**src/rtl/spi_temp_reader.sv**
```systemverilog
// SPI mode-0 master that turns each timer tick edge into one sensor read.
// Optional command-byte prefix on MOSI is enabled with SPI_TEMP_CMD_EN.
module spi_temp_reader #(
   parameter int CLK_DIV = 4,
   parameter int DATA_W  = 16
`ifdef SPI_TEMP_CMD_EN
   ,
   parameter logic [7:0] CMD = 8'h00
`endif
) (
   input  logic              clk_in,
   input  logic              rst_in,
   input  logic              tick_in,
   input  logic              miso_in,
   output logic              sclk_out,
   output logic              cs_n_out,
   output logic [DATA_W-1:0] data_out,
   output logic              valid_out,
   output logic              busy_out,
   output logic              overrun_out
`ifdef SPI_TEMP_CMD_EN
   ,
   output logic              mosi_out
`endif
);

`ifdef SPI_TEMP_CMD_EN
   localparam int CMD_BITS = 8;
`else
   localparam int CMD_BITS = 0;
`endif
   localparam int TOTAL = DATA_W + CMD_BITS;
   localparam int BW    = $clog2(TOTAL);
   localparam int HW    = $clog2(CLK_DIV + 1);
   localparam logic [HW-1:0] H_LAST = HW'(CLK_DIV - 1);
   localparam logic [BW-1:0] B_LAST = BW'(TOTAL - 1);

   typedef enum logic [1:0] {IDLE, SETUP, SHIFT, HOLD} state_t;

   state_t            state_q, state_d;
   logic              tick_q;
   logic [HW-1:0]     hcnt_q, hcnt_d;
   logic [BW-1:0]     bit_q, bit_d;
   logic [DATA_W-1:0] shreg_q, shreg_d;
   logic [DATA_W-1:0] data_q, data_d;
   logic              sclk_q, sclk_d;
   logic              cs_n_q, cs_n_d;
   logic              busy_q, busy_d;
   logic              valid_q, valid_d;
   logic              req;
   logic              half_done;
`ifdef SPI_TEMP_CMD_EN
   logic [7:0]        cmd_q, cmd_d;
   logic              mosi_q, mosi_d;
`endif

   assign req       = tick_in ^ tick_q;
   assign half_done = (hcnt_q == H_LAST);

   always_ff @(posedge clk_in or posedge rst_in) begin
      if (rst_in) begin
         state_q <= IDLE;
         tick_q  <= 1'b0;
         hcnt_q  <= '0;
         bit_q   <= '0;
         shreg_q <= '0;
         data_q  <= '0;
         sclk_q  <= 1'b0;
         cs_n_q  <= 1'b1;
         busy_q  <= 1'b0;
         valid_q <= 1'b0;
`ifdef SPI_TEMP_CMD_EN
         cmd_q   <= '0;
         mosi_q  <= 1'b0;
`endif
      end else begin
         state_q <= state_d;
         tick_q  <= tick_in;
         hcnt_q  <= hcnt_d;
         bit_q   <= bit_d;
         shreg_q <= shreg_d;
         data_q  <= data_d;
         sclk_q  <= sclk_d;
         cs_n_q  <= cs_n_d;
         busy_q  <= busy_d;
         valid_q <= valid_d;
`ifdef SPI_TEMP_CMD_EN
         cmd_q   <= cmd_d;
         mosi_q  <= mosi_d;
`endif
      end
   end

   always_comb begin
      state_d = state_q;
      hcnt_d  = hcnt_q;
      bit_d   = bit_q;
      shreg_d = shreg_q;
      data_d  = data_q;
      sclk_d  = sclk_q;
      cs_n_d  = cs_n_q;
      busy_d  = busy_q;
      valid_d = 1'b0;
`ifdef SPI_TEMP_CMD_EN
      cmd_d   = cmd_q;
      mosi_d  = mosi_q;
`endif
      case (state_q)
         IDLE: begin
            if (req) begin
               state_d = SETUP;
               hcnt_d  = '0;
               bit_d   = '0;
               sclk_d  = 1'b0;
               cs_n_d  = 1'b0;
               busy_d  = 1'b1;
`ifdef SPI_TEMP_CMD_EN
               mosi_d  = CMD[7];
               cmd_d   = {CMD[6:0], 1'b0};
`endif
            end
         end
         SETUP: begin
            if (half_done) begin
               state_d = SHIFT;
               hcnt_d  = '0;
               sclk_d  = 1'b1;
               shreg_d = {shreg_q[DATA_W-2:0], miso_in};
            end else begin
               hcnt_d = hcnt_q + 1'b1;
            end
         end
         SHIFT: begin
            if (!half_done) begin
               hcnt_d = hcnt_q + 1'b1;
            end else begin
               hcnt_d = '0;
               if (sclk_q) begin
                  // The last bit's low phase is served by HOLD.
                  sclk_d = 1'b0;
                  if (bit_q == B_LAST) begin
                     state_d = HOLD;
                  end
`ifdef SPI_TEMP_CMD_EN
                  mosi_d = cmd_q[7];
                  cmd_d  = {cmd_q[6:0], 1'b0};
`endif
               end else begin
                  sclk_d  = 1'b1;
                  bit_d   = bit_q + 1'b1;
                  shreg_d = {shreg_q[DATA_W-2:0], miso_in};
               end
            end
         end
         HOLD: begin
            if (half_done) begin
               state_d = IDLE;
               hcnt_d  = '0;
               cs_n_d  = 1'b1;
               busy_d  = 1'b0;
               data_d  = shreg_q;
               valid_d = 1'b1;
`ifdef SPI_TEMP_CMD_EN
               mosi_d  = 1'b0;
`endif
            end else begin
               hcnt_d = hcnt_q + 1'b1;
            end
         end
         default: state_d = IDLE;
      endcase
   end

   // Overrun flags the request cycle itself, so it is decoded combinationally.
   assign overrun_out = busy_q & req;
   assign sclk_out    = sclk_q;
   assign cs_n_out    = cs_n_q;
   assign data_out    = data_q;
   assign valid_out   = valid_q;
   assign busy_out    = busy_q;
`ifdef SPI_TEMP_CMD_EN
   assign mosi_out    = mosi_q;
`endif

endmodule

```
**config.mk**
```make
export PLATFORM = sky130hd
export DESIGN_NAME = spi_temp_reader
export DESIGN_NICKNAME = d
export VERILOG_FILES = /design/src/rtl/spi_temp_reader.sv
export SDC_FILE = /design/constraint.sdc
export NUM_CORES = 1
export LEC_CHECK = 0
export ABC_AREA = 1
export CAP_MARGIN = 20
export CORE_MARGIN = 4
export CORE_UTILIZATION = 55
export DETAILED_ROUTE_END_ITERATION = 7
export PLACE_DENSITY = 0.9
export SYNTH_ARGS = -nofsm -noshare
export SYNTH_HDL_FRONTEND = slang
export SYNTH_SLANG_ARGS = --single-unit
```
**constraint.sdc**
```tcl
create_clock -name clk_in -period 1.6 [get_ports clk_in]
set_input_delay 0.32 -clock clk_in [delete_from_list [all_inputs] [get_ports clk_in]]
set_output_delay 0.32 -clock clk_in [all_outputs]
set_load 0.02 [all_outputs]
```
==> out/results.ini, run 1 <==
[status]
status=finished clean

[critical_path]
crit_slowest_cell=clkdlybuf4s50_1
r2r_cells=8
crit_type=reg2out
crit_cells=1
worst-path-max-fanout=1
arrival_ps=1230
cp.buffers_inverters=1
endpoint_kind=output port
critPathRequiredTime_ps=1280
slowest_delay_ps=590
critical-path-top-delay-family=buffers and inverters
worstPathCellList=clkdlybuf4s50_1
startpoint_type=flop

[timing]
tightest_slew_ps=265
setup_tns_ps=0
skew_ps=11.8
fin_hold_ws_ps=254
report.final.slew_viol_count=0
hold_viol_final=0
fmax_mhz=644
rsz0062_at_grt=no
relSlewSlack=0.823
fin_crit_ps=1550
post-route-period-util=0.971
setup_viol=0

[cells_and_area]
layout-drive-gt1-share=0.232
fin_nets=274
antennaDiodeCount=0
fin_cells=311
fin_util=0.709
area_growth_pct=22.2
fin_area_um2=2630

[grt]
grt_pass1_vias=1458
grtUsageTotal=0.160
antenna_found_initial=0
grt-ovfl-total=0
grt_pass1_wl_um=6440
grt_start_max_net_pins=29

[synthesis]
ys_ff_latch=46
synth.avg_cell_area_um2=9.49
async_flop_share=1.00
synthTopCellsByCount=nand2_1 (63), dfrtp_1 (45), inv_1 (30)
synth_area_leaders=dfrtp_1 (52%), nand2_1 (11%), o21ai_2 (8.1%), inv_1 (5.2%), ha_1 (4.6%)
synthCells=227
yosys_warnings=0
yosysTopAreaCellShare=0.523
synth_edf_count=0
synth_seq_area_share=0.535
yosysTopAreaCell=dfrtp_1
synth_nets=239
synth.most_common_cell=nand2_1
netlist_area_um2=2150
synth_top_flop_cell=dfrtp_1
synth.distinct_cells=25

[routing]
routed_via_density=4.92
first_pass_iters=4
post-route-drc-count=0
routed_wl_um=3670
drtAntennaViolNets=0
drt_iter0_markers=79
via_count=1529
wl_per_cell_um=11.8

[clock_tree]
clkLatencyLatePin_ps=310
cts_root_buf=clkbuf_8
path_clk_slew_ps=90
cts_max_level=2
cts_num_sinks=46
numCtsBuffers=5
hold_buffers=0
cts_tree=done
clockBufferDepth=2
postCtsSetupBuffers=0

[floorplanning]
coreArea_um2=3720
die_x_um=70.6
dieArea_um2=4980
ios=25
rows=22
die_y_um=70.6
start_util=0.580

[worst_hold_path]
hp-class=in2async

[placement]
place_area_um2=2510
dp_hpwl_um=2690
gp_congestion=0.849
dp_cells=303
port_buffers=24

[power_and_ir_drop]
power_density_nw_per_um2=1330
ir_worst_vdd_uv=914
p_leak_uw=0.00151

[flow_run]
drv_cap=0

-- worst paths after layout --
path                                end  slack (ps)    startpoint
max in group asynchronous      cs_n_out         850        rst_in
min in group clk_in        data_out[10]         480  data_out[10]
hold / removal              data_out[7]         250        rst_in
setup / recovery              valid_out          50     valid_out
hold reg to reg            data_out[10]         480  data_out[10]
setup reg to reg             shreg_q[0]         100    state_q[1]
-- kinds of logic after synthesis --
group | share of synthesized area
AND/OR/NAND/NOR | 0.185
flip-flops | 0.535
AO/OA/AOI/OAI | 0.145
buffers and inverters | 0.0894
adder cells (fa/ha/maj) | 0.0465
-- through the flow --
step | power [uW] | setup WS [ps]
3_3_place_gp | 2770 | -382
6_report | 3510 | 47.0
5_1_grt | 3770 | 3.64
3_5_place_dp | 2830 | -408
4_1_cts | 3520 | 1.36
2_1_floorplan | 2470 | 188
-- cell usage in the layout (no fill, tap or decap), types with 3 or more instances in the layout --
| cell type | instances |
|---|---|
| nand2_1 | 63 |
| dfrtp_1 | 44 |
| inv_1 | 29 |
| o21ai_2 | 20 |
| o21ai_1 | 15 |
| dlymetal6s2s_1 | 14 |
| buf_4 | 9 |
| nand3_1 | 6 |
| nor2_1 | 6 |
| ha_1 | 6 |
| o21ai_0 | 5 |
| clkbuf_8 | 5 |
| dlygate4sd2_1 | 5 |
| inv_2 | 4 |
| clkdlybuf4s50_1 | 4 |
| nor2_4 | 3 |
| or2_2 | 3 |
| buf_12 | 3 |
-- where the power goes --
| group | internal (uW) | switching [uW] | leakage [uW] |
|---|---|---|---|
| clock network | 307 | 397 | 0.0000441 |
| logic | 542 | 809 | 0.000845 |
| registers | 1340 | 116 | 0.000620 |
| total | 2190 | 1320 | 0.00151 |
-- what timing repair did --
| action | CTS | global route |
|---|---|---|
| gates resized for setup | 10 | 20 |
| pin swaps | 0 | 0 |
| setup endpoints to repair | 6 | 30 |
-- routing by layer --
layer,share of wire,vias up,wire length [um],global-route usage
li1,-,776,-,-
met1,0.45,718,1640,0.209
met2,0.50,29,1820,0.263
met3,0.037,6,134,0.0355
met4,0.019,0,70,0.0626
met5,0,-,0,0
-- layout make-up --
type	instances	area [um^2]
clock buffers	5	68.8
clock inverters	3	21.3
fillers	273	1080
well taps	48	60.1
repair buffers	35	387
multi-input cells	141	820
flip-flops and latches	46	1150
inverters	33	124
-- sequential cells by signal (all words and copies together) (netlist names) --
signal / cells
busy_out: 1
tick_q: 1
hcnt_q: 3
valid_out: 1
cs_n_out: 1
sclk_out: 1
data_out: 16
bit_q: 4
state_q: 2
shreg_q: 16
No activity file was read; power rests on OpenSTA's default activity.
==> run 2: changes to the inputs <==
--- a/config.mk
+++ b/config.mk
@@ -6,7 +6,7 @@
 export NUM_CORES = 1
 export LEC_CHECK = 0
 export ABC_AREA = 1
-export CAP_MARGIN = 20
+export CAP_MARGIN = 10
 export CORE_MARGIN = 4
 export CORE_UTILIZATION = 55
 export DETAILED_ROUTE_END_ITERATION = 7
==> results of run 2 <==
Same layout as run 1: the final DEF is identical, and so are final timing and power.
==> RTL edit, RTL diff (flow settings as in run 2) <==
Re-encode `state_t` (4 states) as Gray code, 2 bits wide.
--- a/src/rtl/spi_temp_reader.sv
+++ b/src/rtl/spi_temp_reader.sv
@@ -36,5 +36,5 @@
    localparam logic [BW-1:0] B_LAST = BW'(TOTAL - 1);
 
-   typedef enum logic [1:0] {IDLE, SETUP, SHIFT, HOLD} state_t;
+   typedef enum logic [1:0] {IDLE = 2'b00, SETUP = 2'b01, SHIFT = 2'b11, HOLD = 2'b10} state_t;
 
    state_t            state_q, state_d;
Function: no difference found for any inputs over 10 cycles, from zero or initial values and one cycle with rst_in high; not proved beyond that.
==> RTL edit against run 2 <==
Die area fell by 6.7%; maximum frequency about the same; setup slack better by 0.00093 ns; area after synthesis is 7.5% lower; largest cell class unchanged; register-to-register slack better by 0.06 ns; cell area shrank 8.8%; sequential cell count unchanged; routed wire length down 1.5%.
Power is not compared: it rests on default switching activity, and its combinational part moved more than twofold at a synthesized area within 25%.
==> RTL edit: results (changes against run 2) <==
[drt]
routed_wl_um = 3610  ; was 3670 um
m1WireLength_um = 1580  ; was 1640 um
routedWlPerCell_um = 12.7  ; was 11.8 um
wl_met2_um = 1850  ; was 1820 um
num_vias = 1420  ; was 1529
drt_iter0_drc = 87  ; was 79
dr_wl_met3_um = 131  ; was 134 um

[timing]
holdWs_ns = 0.246  ; was 0.254 ns
worst_pin_slew_ns = 0.380  ; was 0.265 ns
finClkSkew_ns = 0.00544  ; was 0.0118 ns

[layout]
drive_gt1_share_pct = 22.6  ; was 23.2%
register_area_um2 = 1150  ; about the same
layout.nets = 244  ; was 274
final.fill_count = 255  ; was 273

[place]
dp.cells = 276  ; was 303
dpl-instance-area_um2 = 2330  ; was 2510 um^2
gp_congestion = 0.763  ; was 0.849
dp_hpwl_um = 2580  ; was 2690 um

[status]
status = completed  ; unchanged

[synthesis]
ys_seq_area_share_pct = 57.9  ; was 53.5%
synth_cells = 203  ; was 227
synth_cell_types = 18  ; was 25
synth_area_leaders = dfrtp_1 57%, o21ai_2 12%, nand2_1 11%, inv_1 5.3%, buf_6 2.8%  ; was dfrtp_1 52%, nand2_1 11%, o21ai_2 8.1%, inv_1 5.2%, ha_1 4.6%

[worst_setup_path]
r2r_cells = 7  ; was 8
timing.rr.start = hcnt_q[0]  ; was state_q[1]
max_stage_delay_ns = 0.55  ; was 0.59 ns
crit_start = cs_n_out  ; was valid_out
cp_max_fo = 2  ; was 1
path_delay_family = flip-flops  ; was buffers and inverters
rrSetupSlack_ns = 0.16  ; was 0.10 ns

[clock_tree]
clk_pin_slew_ns = 0.13  ; was 0.09 ns
insertion_delay_ns = 0.36  ; was 0.31 ns
cts_root_buffer = clkbuf_4  ; was clkbuf_8

[global_routing]
grt.total_usage_pct = 18.6  ; was 16.0%
met1_usage_pct = 24.4  ; was 20.9%
grt.met3_usage_pct = 4.43  ; was 3.55%
grt_pass1_wl_um = 6220  ; was 6440 um
grt_start_max_net_pins = 33  ; was 29
grt_util_met2_pct = 28.3  ; was 26.3%

[power]
total_power_mw = 1.96

RTL edit: cell types whose count changed after synthesis, moves of 3 or more:
| cell | delta |
|---|---|
| ha_1 | -6 |
| nand2_1 | -4 |
| nor2_4 | -3 |
| o21ai_0 | +5 |
| o21ai_1 | -11 |
| o21ai_2 | +8 |
RTL edit: area by class of cell:
type / count / area share (%)
Multi-Input combinational cell: 121 / 27.8
Timing Repair Buffer: 34 / 13.8
Clock buffer: 6 / 1.72
Clock inverter: 2 / 1.56
Sequential cell: 46 / 48.0
Tap cell: 46 / 2.40
Inverter: 30 / 4.69
RTL edit: kinds of logic (layout without fill, tap and decap cells):
logic type	after synthesis	after routing	synth area share [%]
AND/OR/NAND/NOR	74	74	15.3
flip-flops	46	46	57.9
AO/OA/AOI/OAI	45	45	16.7
buffers and inverters	36	72	8.86
adder cells (fa/ha/maj)	2	2	1.26
RTL edit: timing repair:
item,4_1_cts,5_1_grt
setup endpoints to repair,21,14
setup buffers,0,1
cloned,0,0
gates resized for setup,25,4
